===== src/rtl/tea_pkg.sv =====
// Shared constants and FSM state type for the TEA receive-side decipher.
package tea_pkg;

    localparam int          TEA_WORD_SIZE    = 32;
    localparam logic [31:0] TEA_DELTA        = 32'h9e3779b9;
    localparam int          TEA_ROUND_NUMBER = 32;

    // Decipher starts from the sum the cipher ends on: DELTA*ROUNDS mod 2^32.
    localparam logic [31:0] TEA_INIT_SUM =
        32'(64'(TEA_DELTA) * 64'(TEA_ROUND_NUMBER));

    typedef enum logic [1:0] {
        ST_COLLECT,
        ST_ROUND,
        ST_EMIT
    } tea_state_e;

endpackage


===== src/rtl/tea_round_dec.sv =====
// One combinational TEA decipher round. v1 is unwound first, then v0 using
// the freshly computed v1, mirroring the cipher's update order in reverse.
module tea_round_dec #(
    parameter int WORD_SIZE = 32
) (
    input  logic [WORD_SIZE-1:0] v0,
    input  logic [WORD_SIZE-1:0] v1,
    input  logic [WORD_SIZE-1:0] sum,
    input  logic [WORD_SIZE-1:0] k0,
    input  logic [WORD_SIZE-1:0] k1,
    input  logic [WORD_SIZE-1:0] k2,
    input  logic [WORD_SIZE-1:0] k3,
    output logic [WORD_SIZE-1:0] v0_next,
    output logic [WORD_SIZE-1:0] v1_next
);

    // All arithmetic wraps at WORD_SIZE; shifts are logical on unsigned words.
    always_comb begin
        v1_next = v1 - (((v0 << 4) + k2) ^ (v0 + sum) ^ ((v0 >> 5) + k3));
        v0_next = v0 - (((v1_next << 4) + k0) ^ (v1_next + sum) ^ ((v1_next >> 5) + k1));
    end

endmodule


===== src/rtl/tea_rx_decrypt.sv =====
// Byte-stream TEA decryptor: collects a ciphertext block byte by byte,
// runs one decipher round per clock, then streams the plaintext out.
module tea_rx_decrypt
    import tea_pkg::*;
#(
    parameter int                   WORD_SIZE    = TEA_WORD_SIZE,
    parameter logic [WORD_SIZE-1:0] DELTA        = TEA_DELTA,
    parameter int                   ROUND_NUMBER = TEA_ROUND_NUMBER
) (
    input  logic                 clk,
    input  logic                 rst,
    input  logic [WORD_SIZE-1:0] iK0,
    input  logic [WORD_SIZE-1:0] iK1,
    input  logic [WORD_SIZE-1:0] iK2,
    input  logic [WORD_SIZE-1:0] iK3,
    input  logic [7:0]           iRxData,
    input  logic                 iRxValid,
    output logic                 oRxReady,
    output logic [7:0]           oTxData,
    output logic                 oTxValid,
    input  logic                 iTxReady,
    output logic                 oBusy
);

    localparam int BLK_W       = 2 * WORD_SIZE;
    localparam int BLOCK_BYTES = BLK_W / 8;
    localparam int BC_W        = $clog2(BLOCK_BYTES);
    localparam int RC_W        = $clog2(ROUND_NUMBER + 1);

    localparam logic [BC_W-1:0] LAST_BYTE  = BC_W'(BLOCK_BYTES - 1);
    localparam logic [RC_W-1:0] LAST_ROUND = RC_W'(ROUND_NUMBER - 1);

    // Starting sum follows the parameters so overrides stay self-consistent.
    localparam logic [WORD_SIZE-1:0] SUM_INIT =
        WORD_SIZE'(BLK_W'(DELTA) * BLK_W'(ROUND_NUMBER));

    tea_state_e state;

    // blk holds {v0, v1}; it is the input shifter, the round state and the
    // output shifter in turn, so the top byte is always the next one to move.
    logic [BLK_W-1:0]     blk;
    logic [WORD_SIZE-1:0] sum;
    logic [WORD_SIZE-1:0] k0_q, k1_q, k2_q, k3_q;
    logic [BC_W-1:0]      byte_cnt;
    logic [RC_W-1:0]      round_cnt;

    logic [WORD_SIZE-1:0] v0_next, v1_next;

    tea_round_dec #(
        .WORD_SIZE (WORD_SIZE)
    ) u_round (
        .v0      (blk[BLK_W-1:WORD_SIZE]),
        .v1      (blk[WORD_SIZE-1:0]),
        .sum     (sum),
        .k0      (k0_q),
        .k1      (k1_q),
        .k2      (k2_q),
        .k3      (k3_q),
        .v0_next (v0_next),
        .v1_next (v1_next)
    );

    // Main FSM with registered handshake outputs; reset wins over any transfer.
    always_ff @(posedge clk) begin
        if (rst) begin
            state     <= ST_COLLECT;
            blk       <= '0;
            sum       <= '0;
            k0_q      <= '0;
            k1_q      <= '0;
            k2_q      <= '0;
            k3_q      <= '0;
            byte_cnt  <= '0;
            round_cnt <= '0;
            oRxReady  <= 1'b1;
            oTxValid  <= 1'b0;
            oTxData   <= '0;
            oBusy     <= 1'b0;
        end else begin
            case (state)
                ST_COLLECT: begin
                    if (iRxValid && oRxReady) begin
                        blk <= {blk[BLK_W-9:0], iRxData};
                        if (byte_cnt == LAST_BYTE) begin
                            // Key is captured here so later key edits cannot
                            // disturb the block being deciphered.
                            state     <= ST_ROUND;
                            sum       <= SUM_INIT;
                            k0_q      <= iK0;
                            k1_q      <= iK1;
                            k2_q      <= iK2;
                            k3_q      <= iK3;
                            byte_cnt  <= '0;
                            round_cnt <= '0;
                            oRxReady  <= 1'b0;
                            oBusy     <= 1'b1;
                        end else begin
                            byte_cnt <= byte_cnt + 1'b1;
                        end
                    end
                end

                ST_ROUND: begin
                    blk       <= {v0_next, v1_next};
                    sum       <= sum - DELTA;
                    round_cnt <= round_cnt + 1'b1;
                    if (round_cnt == LAST_ROUND) begin
                        // First plaintext byte is presented on the same edge
                        // that finishes the last round.
                        state    <= ST_EMIT;
                        oTxValid <= 1'b1;
                        oTxData  <= v0_next[WORD_SIZE-1 -: 8];
                    end
                end

                ST_EMIT: begin
                    if (oTxValid && iTxReady) begin
                        if (byte_cnt == LAST_BYTE) begin
                            state    <= ST_COLLECT;
                            byte_cnt <= '0;
                            oTxValid <= 1'b0;
                            oRxReady <= 1'b1;
                            oBusy    <= 1'b0;
                        end else begin
                            blk      <= {blk[BLK_W-9:0], 8'h00};
                            oTxData  <= blk[BLK_W-9 -: 8];
                            byte_cnt <= byte_cnt + 1'b1;
                        end
                    end
                end

                default: begin
                    state    <= ST_COLLECT;
                    oRxReady <= 1'b1;
                    oTxValid <= 1'b0;
                    oBusy    <= 1'b0;
                end
            endcase
        end
    end

endmodule


===== config.mk =====
export PLATFORM = sky130hd
export DESIGN_NAME = tea_rx_decrypt
export DESIGN_NICKNAME = d
export VERILOG_FILES = /design/src/rtl/tea_pkg.sv /design/src/rtl/tea_round_dec.sv /design/src/rtl/tea_rx_decrypt.sv
export SDC_FILE = /design/constraint.sdc
export NUM_CORES = 1
export LEC_CHECK = 0
export CAP_MARGIN = 20
export CORE_UTILIZATION = 55
export DETAILED_ROUTE_END_ITERATION = 16
export GPL_TIMING_DRIVEN = 0
export PLACE_DENSITY = 0.75
export SYNTH_ARGS = -nofsm -noshare
export SYNTH_HDL_FRONTEND = slang
export SYNTH_SLANG_ARGS = --single-unit

===== constraint.sdc =====
create_clock -name clk -period 19.6 [get_ports clk]
set_clock_uncertainty 0.1 [all_clocks]
set_input_delay 3.92 -clock clk [delete_from_list [all_inputs] [get_ports clk]]
set_output_delay 3.92 -clock clk [all_outputs]
set_load 0.02 [all_outputs]

==> results of run 1 <==
-- cell usage in the layout, fill, tap and decap left out, types with 6 or more instances in the layout --
| cell | synthesis | final |
|---|---|---|
| and3_1 | 19 | 19 |
| clkbuf_16 | 0 | 29 |
| nand4_1 | 15 | 15 |
| o21ai_1 | 22 | 22 |
| dfxtp_1 | 246 | 246 |
| nand3_1 | 43 | 43 |
| a21oi_1 | 341 | 341 |
| a311oi_1 | 9 | 9 |
| or2_2 | 7 | 7 |
| a221oi_1 | 52 | 52 |
| and2_1 | 7 | 7 |
| a211oi_1 | 25 | 25 |
| nand2b_1 | 39 | 39 |
| o211ai_1 | 13 | 13 |
| nor3_1 | 77 | 77 |
| or3_1 | 13 | 13 |
| fa_1 | 8 | 8 |
| xnor2_1 | 295 | 295 |
| a31o_2 | 8 | 8 |
| inv_1 | 72 | 72 |
| ha_1 | 251 | 251 |
| a211o_1 | 6 | 6 |
| nor2_1 | 194 | 194 |
| o22ai_1 | 7 | 7 |
| o21ai_0 | 80 | 80 |
| and4_1 | 6 | 6 |
| nand2_1 | 356 | 356 |
| a31oi_1 | 21 | 21 |
| xor2_1 | 78 | 78 |
| nor2b_1 | 28 | 28 |
| o21a_1 | 33 | 33 |
| clkdlybuf4s50_1 | 0 | 150 |
| a21boi_0 | 6 | 6 |
| a21o_1 | 113 | 113 |
| o21bai_1 | 28 | 28 |
| clkbuf_1 | 89 | 96 |
| mux2i_1 | 7 | 7 |
-- cells by family (layout without fill, tap and decap cells) --
logic type | after synthesis | after routing | synth area share, %
buf+inv | 164 | 368 | 2.90
simple gates | 821 | 821 | 17.2
xor+xnor | 378 | 378 | 15.9
mux | 7 | 7 | 0.330
fa+ha+maj | 259 | 259 | 15.6
compound gates | 825 | 825 | 24.9
flops | 246 | 246 | 23.2
-- metrics by stage --
| step | cells | setup slack, ps |
|---|---|---|
| global route | 3415 | 7930 |
| CTS | 3414 | 8680 |
| floorplan | 2700 | 11050 |
| detailed placement | 3364 | 8750 |
| finish | 3415 | 8520 |
| global placement | 3361 | 8620 |
-- layout make-up --
type                            instances  share of cell area (%)
Multi-Input combinational cell       2290                    64.3
Sequential cell                       246                    20.2
Timing Repair Buffer                  154                    6.41
Clock buffer                           39                    3.25
Tap cell                              511                    2.62
Buffer                                 90                    1.39
Inverter                               74                    1.14
Clock inverter                         11                   0.729
-- worst max-delay path: cells and delay by family (launching register included) --
kind                     cells  cell delay [ps]
AO/OA/AOI/OAI               23             5260
XOR/XNOR                     7             2410
adder cells (fa/ha/maj)      4             1510
AND/OR/NAND/NOR              5              820
flip-flops                   1              640
buffers and inverters        1              260
-- cells in the mapped netlist (all sizes together), types with 6 or more instances --
cell    count
a211o       6
a211oi     26
a21boi     10
a21o      113
a21oi     342
a221oi     52
a311oi      9
a31o        9
a31oi      22
and2        7
and3       20
and4        6
clkbuf     89
dfxtp     246
fa          8
ha        251
inv        72
mux2i       7
nand2     356
nand2b     39
nand3      43
nand4      15
nor2      194
nor2b      28
nor3       78
o211ai     13
o21a       33
o21ai     102
o21bai     29
o22ai       8
or2         7
or3        13
xnor2     296
xor2       78
-- registers in the layout (all words and copies together) (netlist names) --
signal	count
blk	64
oTxValid	1
byte_cnt	3
state	2
sum	32
k2_q	32
oTxData	8
k3_q	32
k1_q	32
oBusy	1
oRxReady	1
k0_q	32
round_cnt	6
-- metal layers --
| metal | routed length, µm | vias up | global-route usage (%) |
|---|---|---|---|
| li1 | - | 10046 | - |
| met1 | 31700 | 9787 | 48.6 |
| met2 | 33800 | 860 | 63.1 |
| met3 | 6090 | 182 | 4.49 |
| met4 | 3220 | 0 | 15.6 |
| met5 | 0 | - | 0 |
-- path summary, 6_finish.rpt --
path         slack [ps]     start    endpoint
max reg2reg        8520   blk[39]  oTxData[7]
min                 360  k0_q[10]    k0_q[10]
min reg2reg         360  k0_q[10]    k0_q[10]
max                8520   blk[39]  oTxData[7]
==> summary.md, run 1 <==
| Metric | Value |
|---|---|
| Hold_buf cts | 0 |
| Final Slew Violations | 0 |
| Synthesized area | 21200 µm² |
| Global-route total usage across every layer | 37.6% |
| Worst stage delay on the critical path | 750 ps |
| Slew headroom | 25.0% |
| Post-synth ARST share | 0% |
| Hold Slack | 361 ps |
| Antenna cells | 0 |
| Data required time of the critical path | 20020 ps |
| DPL Wire Length | 60000 µm |
| Post-Syn Nets | 3099 |
| Hold Violations, Final | 0 |
| Synth warn | 0 |
| Layout fillers | 3369 |
| Worst-Skew Late Latency | 600 ps |
| Seq/Total Area, Yosys | 23.2% |
| Die area | 39400 µm² |
| Final setup viols | 0 |
| Initial antenna violation count | 0 |
| CP endpoint kind | flop |
| Worst hold path type | flop to flop |
| Crit-path slowest cell | xor2_1 |
| Die H | 198 µm |
| Post-DR wirelength/cell | 21.9 µm |
| Initial Util | 56.1% |
| Gr ovfl total | 0 |
| Vias in the first global route | 20141 |
| Multi-input gate area | 15700 µm² |
| Row count | 71 |
| Synth Flop Type | dfxtp_1 |
| Drt first-iter violations | 1623 |
| Clock Sink Count | 246 |
| Reg area | 4920 µm² |
| Core ar. | 37800 µm² |
| Resize count post-CTS | 0 |
| Clk Tree Root Cell | clkbuf_16 |
| Port Buf Inserts | 150 |
| Area Overhead vs Synth | 15.0% |
| Final clock period utilization by the worst path | 56.6% |
| FF+latch count, synth | 246 |
| Startpoint Class | flop |
| Worst Hold Depth | 2 |
| Max FO, Critical Path | 6 |
| Cell count after synthesis | 2700 |
| Fin util | 64.4% |
| First-pass GRT wire length | 112000 µm |
| Drt pass-1 iters | 6 |
| Distinct cell type count after synthesis | 80 |
| Worst slew pin tran | 1120 ps |
| Synth area leaders | dfxtp_1 23%, ha_1 15%, xnor2_1 12% |
| R2R depth | 40 |
| Final nets | 3284 |
| Gpl congestion | 0.983 |
| Post-synth top area share | 23.2% |
| Final setup TNS | 0 ps |
| Layout cell share with drive strength beyond 1 | 2.62% |
| CTS Buf Count | 29 |
| Post-DP Area | 23400 µm² |
| Number of flops mapped to enable cells by yosys | 0 |
| RSZ-0062 raised after global routing | false |
| Wirelength, routed | 74900 µm |
| Detail Route Antenna Nets | 0 |
| WS Path Type | flop to flop |
| Postcts setup bufs | 0 |
| Clock-pin slew on the worst setup and hold paths | 60 ps |
| H-tree levels | 1 |
| Post-route cell area | 24400 µm² |
| Via/cell ratio | 6.11 |
| Largest area contributor in the netlist | dfxtp_1 |
| CP most frequent cell | ha_1 |
| Syn avg cell area | 7.86 µm² |
| Status | finished, final reports clean |
| CTS tree | yes |
| CP arrival | 11500 ps |
| DRC Markers | 0 |
| Top-Level Pins | 151 |
| Via count | 20875 |
| Pin count of the biggest net entering global routing | 16 |
| Minimum clock period after layout | 11080 ps |
| Max_cap viols | 0 |
| Die width | 198 µm |
| Max clock buf depth | 3 |
| Fmax | 90.2 MHz |
Power of run 1 is not shown: default switching activity piles up to over one toggle a cycle in this logic, so the estimate is an artifact.
==> run 2, diff against run 1 <==
==> constraint.sdc (replaced) <==
create_clock -name clk -period 11.55 [get_ports clk]
set_clock_uncertainty 0.1 [all_clocks]
set_input_delay 2.31 -clock clk [delete_from_list [all_inputs] [get_ports clk]]
set_output_delay 2.31 -clock clk [all_outputs]
set_load 0.02 [all_outputs]
==> run 2 against run 1 <==
Compared with the run above:
- sequential share of layout area hardly changed
- wire length barely moved
- core utilization is essentially flat
- critical path type unchanged
- largest cell class unchanged
==> summary.md, run 2 (synthesis gave the netlist of run 1 again) <==
| Metric | Value |
|---|---|
| Via/cell ratio | 6.12 (+0.18%) |
| Post-DR wirelength/cell | 21.9 µm (about the same) |
| Max clock buf depth | 3 (unchanged) |
| Gr ovfl total | 0 (unchanged) |
| Drt pass-1 iters | 5 (-1) |
| Worst hold path type | flop to flop |
| Final nets | 3284 (unchanged) |
| Status | finished, final reports clean |
| Reg2reg setup slack | 500 ps (-8020 ps) |
| FF-to-FF End | oTxData[7] |
| CP arrival | 11470 ps (-30 ps) |
| Gpl congestion | 0.983 (unchanged) |
| Antenna cells | 0 (unchanged) |
| Initial Util | 56.1% (unchanged) |
| Layout cell share with drive strength beyond 1 | 2.65% (+0.034 points) |
| Top-Level Pins | 151 (unchanged) |
| Postcts setup bufs | 0 (unchanged) |
| RSZ-0062 raised after global routing | false |
| Worst r2r src | blk[39] |
| Largest register by flop count | blk |
| Die H | 198 µm (unchanged) |
| CP endpoint kind | flop |
| Hold Startpoint | k3_q[25] |
| Minimum clock period after layout | 11050 ps (-30.6 ps) |
| Clk Tree Root Cell | clkbuf_16 |
| Hold Violations, Final | 0 (unchanged) |
| Max FO, Critical Path | 6 (unchanged) |
| Clock Sink Count | 246 (unchanged) |
| Worst-Skew Late Latency | 600 ps (about the same) |
| Routed wl met3 | 6040 µm (-0.87%) |
| R2R depth | 40 (unchanged) |
| DRC Markers | 0 (unchanged) |
| CTS Buf Count | 29 (unchanged) |
| Die area | 39400 µm² (unchanged) |
| Worst slew pin tran | 1120 ps (-2.00 ps) |
| Pin count of the biggest net entering global routing | 16 (unchanged) |
| DPL Wire Length | 60000 µm (unchanged) |
| Wirelength, routed | 74900 µm (about the same) |
| CP most frequent cell | ha_1 |
| Drt first-iter violations | 1600 (-1.4%) |
| Placed cell count | 3364 (unchanged) |
| Commonest non-fill, non-tap cells in the layout | 356 x nand2_1, 341 x a21oi_1, 295 x xnor2_1 |
| Wire length on met1 | 31800 µm (+0.26%) |
| WS Path Type | flop to flop |
| First-pass GRT wire length | 112000 µm (unchanged) |
| Vias in the first global route | 20141 (unchanged) |
| Final setup TNS | 0 ps (unchanged) |
| Worst Hold Depth | 2 (unchanged) |
| Initial antenna violation count | 0 (unchanged) |
| Final setup viols | 0 (unchanged) |
| Final Slew Violations | 0 (unchanged) |
| Post-DP Area | 23400 µm² (unchanged) |
| Top Metal Used | met4 |
| Via count | 20912 (+0.18%) |
| Min-Delay Endpoint | k3_q[25] |
| Slew headroom | 25.4% (+0.41 points) |
| Max_cap viols | 0 (unchanged) |
| Area Overhead vs Synth | 15.0% (about the same) |
| Die width | 198 µm (unchanged) |
| Clock-pin slew on the worst setup and hold paths | 60 ps (about the same) |
| H-tree levels | 1 (unchanged) |
| Core ar. | 37800 µm² (unchanged) |
| WL met2 | 33900 µm (+0.15%) |
| Non-Filler Instances | 3415 (unchanged) |
| CTS tree | yes |
| Data required time of the critical path | 11970 ps (-8050 ps) |
| Crit-path slowest cell | o41ai_1 |
| Max reg flops | 64 (unchanged) |
| Startpoint Class | flop |
| Row count | 71 (unchanged) |
| Worst stage delay on the critical path | 710 ps (-40 ps) |
| Port Buf Inserts | 150 (unchanged) |
| Fmax | 90.5 MHz (+0.28%) |
| Final clock period utilization by the worst path | 95.7% (+39 points) |
| Detail Route Antenna Nets | 0 (unchanged) |
| Post-route cell area | 24400 µm² (about the same) |
| Commonest non-fill, non-tap cell in the layout | nand2_1 |
| Layout fillers | 3367 (-0.059%) |
| Global-route total usage across every layer | 37.6% (unchanged) |
run 2: cell count changes in the layout (fill, tap and decap cells not counted):
cell and delta:
xor2_1 -1, xor2_2 +1
run 2: metrics by stage:
stage / setup WS [ps] / hold slack (ps) / utilization, %
2_1_floorplan: 3000 / 340 / -
3_3_place_gp: 573 / 347 / 61.7
3_5_place_dp: 698 / 353 / 61.8
4_1_cts: 635 / 360 / 64.4
5_1_grt: 6.66 / 380 / 64.5
6_report: 496 / 361 / 64.5
run 2: area by class of cell:
type                    count  area, µm²  area share [%]
repair buffers            154       1560            6.41
flip-flops and latches    246       4920            20.2
plain buffers              90        338            1.38
inverters                  74        278            1.14
multi-input cells        2290      15700            64.3
clock inverters            11        178           0.728
well taps                 511        639            2.62
clock buffers              39        793            3.25
run 2: what timing repair did:
action / in CTS / in global routing
endpoints found under the setup margin: 0 / 2
hold endpoints to repair: 0 / 0
hold buffers: 0 / 0
gates resized for setup: 0 / 1
run 2: how the worst max path moves through the flow:
stage / startpoint / end / slack [ps] / depth (start not counted)
after floorplan: blk[33] / oTxData[7] / 3000 / 40
after global placement: blk[39] / oTxData[7] / 570 / 39
after detailed placement: blk[33] / oTxData[7] / 700 / 40
after CTS: blk[33] / oTxData[7] / 630 / 40
after global routing: blk[33] / oTxData[7] / 7 / 40
final: blk[39] / oTxData[7] / 500 / 40
run 2: critical path: cells and delay by family, from the launching register on:
family / cells / cell delay [ps]
AO/OA/AOI/OAI: 22 / 5070
XOR/XNOR: 7 / 2310
adder cells (fa/ha/maj): 4 / 1570
AND/OR/NAND/NOR: 6 / 1030
flip-flops: 1 / 640
buffers and inverters: 1 / 260
run 2: per-layer routing:
| layer | track usage [%] | up-vias |
|---|---|---|
| met5 | 0 | - |
| met1 | 48.6 | 9831 |
| li1 | - | 10055 |
| met4 | 15.6 | 0 |
| met2 | 63.1 | 854 |
| met3 | 4.49 | 172 |
Power of run 2 is left out for the same reason.
==> run 3, diff against run 2 <==
--- a/config.mk
+++ b/config.mk
@@ -6,10 +6,12 @@
 export NUM_CORES = 1
 export LEC_CHECK = 0
 export CAP_MARGIN = 20
-export CORE_UTILIZATION = 55
+export CELL_PAD_IN_SITES_DETAIL_PLACEMENT = 0
+export CELL_PAD_IN_SITES_GLOBAL_PLACEMENT = 1
+export CORE_UTILIZATION = 46
 export DETAILED_ROUTE_END_ITERATION = 16
 export GPL_TIMING_DRIVEN = 0
-export PLACE_DENSITY = 0.75
+export PLACE_DENSITY = 0.83
 export SYNTH_ARGS = -nofsm -noshare
 export SYNTH_HDL_FRONTEND = slang
 export SYNTH_SLANG_ARGS = --single-unit
==> run 3 against run 2 <==
Compared with the run above:
- final area grew 0.83%
- first-iteration DRC count rose by 12%
- critical path depth stayed put
- via count down 0.87%
- critical endpoint unchanged
- highest routed layer unchanged
==> summary.md, run 3 (synthesis gave the netlist of run 1 again) <==
| Metric | Value |
|---|---|
| Top-Level Pins | 151 (unchanged) |
| Fmax | 91.0 MHz (+0.64%) |
| Final Slew Violations | 0 (unchanged) |
| Wire length on met1 | 34600 µm (+8.7%) |
| Commonest non-fill, non-tap cells in the layout | 356 x nand2_1, 341 x a21oi_1, 295 x xnor2_1 |
| Gpl congestion | 0.979 (-0.41%) |
| Max_cap viols | 0 (unchanged) |
| Port Buf Inserts | 150 (unchanged) |
| Commonest non-fill, non-tap cell in the layout | nand2_1 |
| Area Overhead vs Synth | 15.9% |
| Global-route total usage across every layer | 32.8% (-4.8 points) |
| Clock-pin slew on the worst setup and hold paths | 60 ps (about the same) |
| Gr ovfl total | 0 (unchanged) |
| Final setup TNS | 0 ps (unchanged) |
| WS Path Type | flop to flop |
| Slew headroom | 21.9% (-3.5 points) |
| Initial antenna violation count | 0 (unchanged) |
| CP most frequent cell | a21o_1 |
| Vias in the first global route | 19971 (-0.84%) |
| Worst r2r src | blk[33] |
| Via count | 20730 (-0.87%) |
| CP endpoint kind | flop |
| Max FO, Critical Path | 7 (+1) |
| Clock Sink Count | 246 (unchanged) |
| Reg2reg setup slack | 570 ps (+70 ps) |
| Die H | 217 µm (+9.3%) |
| Die width | 217 µm (+9.3%) |
| Antenna cells | 0 (unchanged) |
| RSZ-0062 raised after global routing | false |
| Layout fillers | 4444 (+32%) |
| Minimum clock period after layout | 10980 ps (-69.9 ps) |
| Row count | 78 (+9.9%) |
| First-pass GRT wire length | 117000 µm (+4.5%) |
| Hold Startpoint | k3_q[23] |
| H-tree levels | 1 (unchanged) |
| Data required time of the critical path | 11980 ps (about the same) |
| Max clock buf depth | 3 (unchanged) |
| Final clock period utilization by the worst path | 95.1% (-0.61 points) |
| Drt pass-1 iters | 5 (unchanged) |
| Final setup viols | 0 (unchanged) |
| Post-DR wirelength/cell | 22.1 µm (+0.93%) |
| Pin count of the biggest net entering global routing | 16 (unchanged) |
| Status | finished, final reports clean |
| Detail Route Antenna Nets | 0 (unchanged) |
| CTS Buf Count | 31 (+6.9%) |
| Die area | 47000 µm² (+19%) |
| Final nets | 3286 (+0.061%) |
| Crit-path slowest cell | xor2_1 |
| Wirelength, routed | 77800 µm (+3.8%) |
| Startpoint Class | flop |
| DPL Wire Length | 62700 µm (+4.5%) |
| Via/cell ratio | 5.90 (-3.6%) |
| Hold Violations, Final | 0 (unchanged) |
| Hold_buf cts | 0 (unchanged) |
| Crit path from | blk[33] |
| Initial Util | 46.6% (-9.4 points) |
| DRC Markers | 0 (unchanged) |
| Worst-Skew Late Latency | 600 ps (about the same) |
| CTS tree | yes |
| WL met2 | 35200 µm (+4.0%) |
| Largest register by flop count | blk |
| Worst hold path type | flop to flop |
| Max reg flops | 64 (unchanged) |
| CP arrival | 11410 ps (-60 ps) |
| Drt first-iter violations | 1794 (+12%) |
| Clk Tree Root Cell | clkbuf_16 |
| Layout cell share with drive strength beyond 1 | 3.06% (+0.41 points) |
| Core ar. | 45500 µm² (+20%) |
| Worst slew pin tran | 1160 ps (+44.3 ps) |
| Top Metal Used | met4 |
| Worst stage delay on the critical path | 670 ps (-40 ps) |
| Routed wl met3 | 4900 µm (-19%) |
[run 3: area by class of cell]
class / count / area, µm² / area share, %
Buffer: 90 / 338 / 1.37
Clock buffer: 44 / 925 / 3.76
Clock inverter: 13 / 135 / 0.549
Inverter: 74 / 278 / 1.13
Multi-Input combinational cell: 2290 / 15700 / 63.8
Sequential cell: 246 / 4920 / 20.0
Tap cell: 600 / 751 / 3.05
Timing Repair Buffer: 154 / 1560 / 6.36
[run 3: worst max-delay path, delay by kind of cell (launching register included)]
| family | cells | cell delay [ps] |
|---|---|---|
| compound gates | 21 | 5050 |
| simple gates | 6 | 950 |
| flops | 1 | 620 |
| buf+inv | 1 | 170 |
| xor+xnor | 8 | 2320 |
| fa+ha+maj | 4 | 1660 |
[run 3: final timing paths]
check        cells after the start          to
max                             40  oTxData[7]
min                              2    k3_q[23]
max reg2reg                     40  oTxData[7]
min reg2reg                      2    k3_q[23]
[run 3: through the flow]
| stage | cell area (µm²) | hold WS, ps | instances | setup slack, ps | utilization, % |
|---|---|---|---|---|---|
| 6_report | 24600 | 362 | 3511 | 566 | 54.1 |
| 5_1_grt | 24600 | 385 | 3511 | 89.3 | 54.1 |
| 4_1_cts | 24600 | 364 | 3511 | 543 | 54.1 |
| 3_5_place_dp | 23500 | 356 | 3454 | 618 | 51.7 |
| 3_3_place_gp | 23500 | 351 | 3450 | 483 | 51.6 |
| 2_1_floorplan | 21200 | 340 | 2700 | 3000 | - |
[run 3: timing repair]
action | CTS | global route
resized for setup | 0 | 1
setup buffers | 0 | 0
endpoints found under the setup margin | 0 | 2
endpoints found under the hold margin | 0 | 0
[run 3: per-layer routing]
| layer | track usage, % | up-vias |
|---|---|---|
| met1 | 44.0 | 9821 |
| met3 | 3.40 | 141 |
| met4 | 12.5 | 0 |
| li1 | - | 10050 |
| met2 | 54.1 | 718 |
| met5 | 0 | - |
Power of run 3 is left out for the same reason.
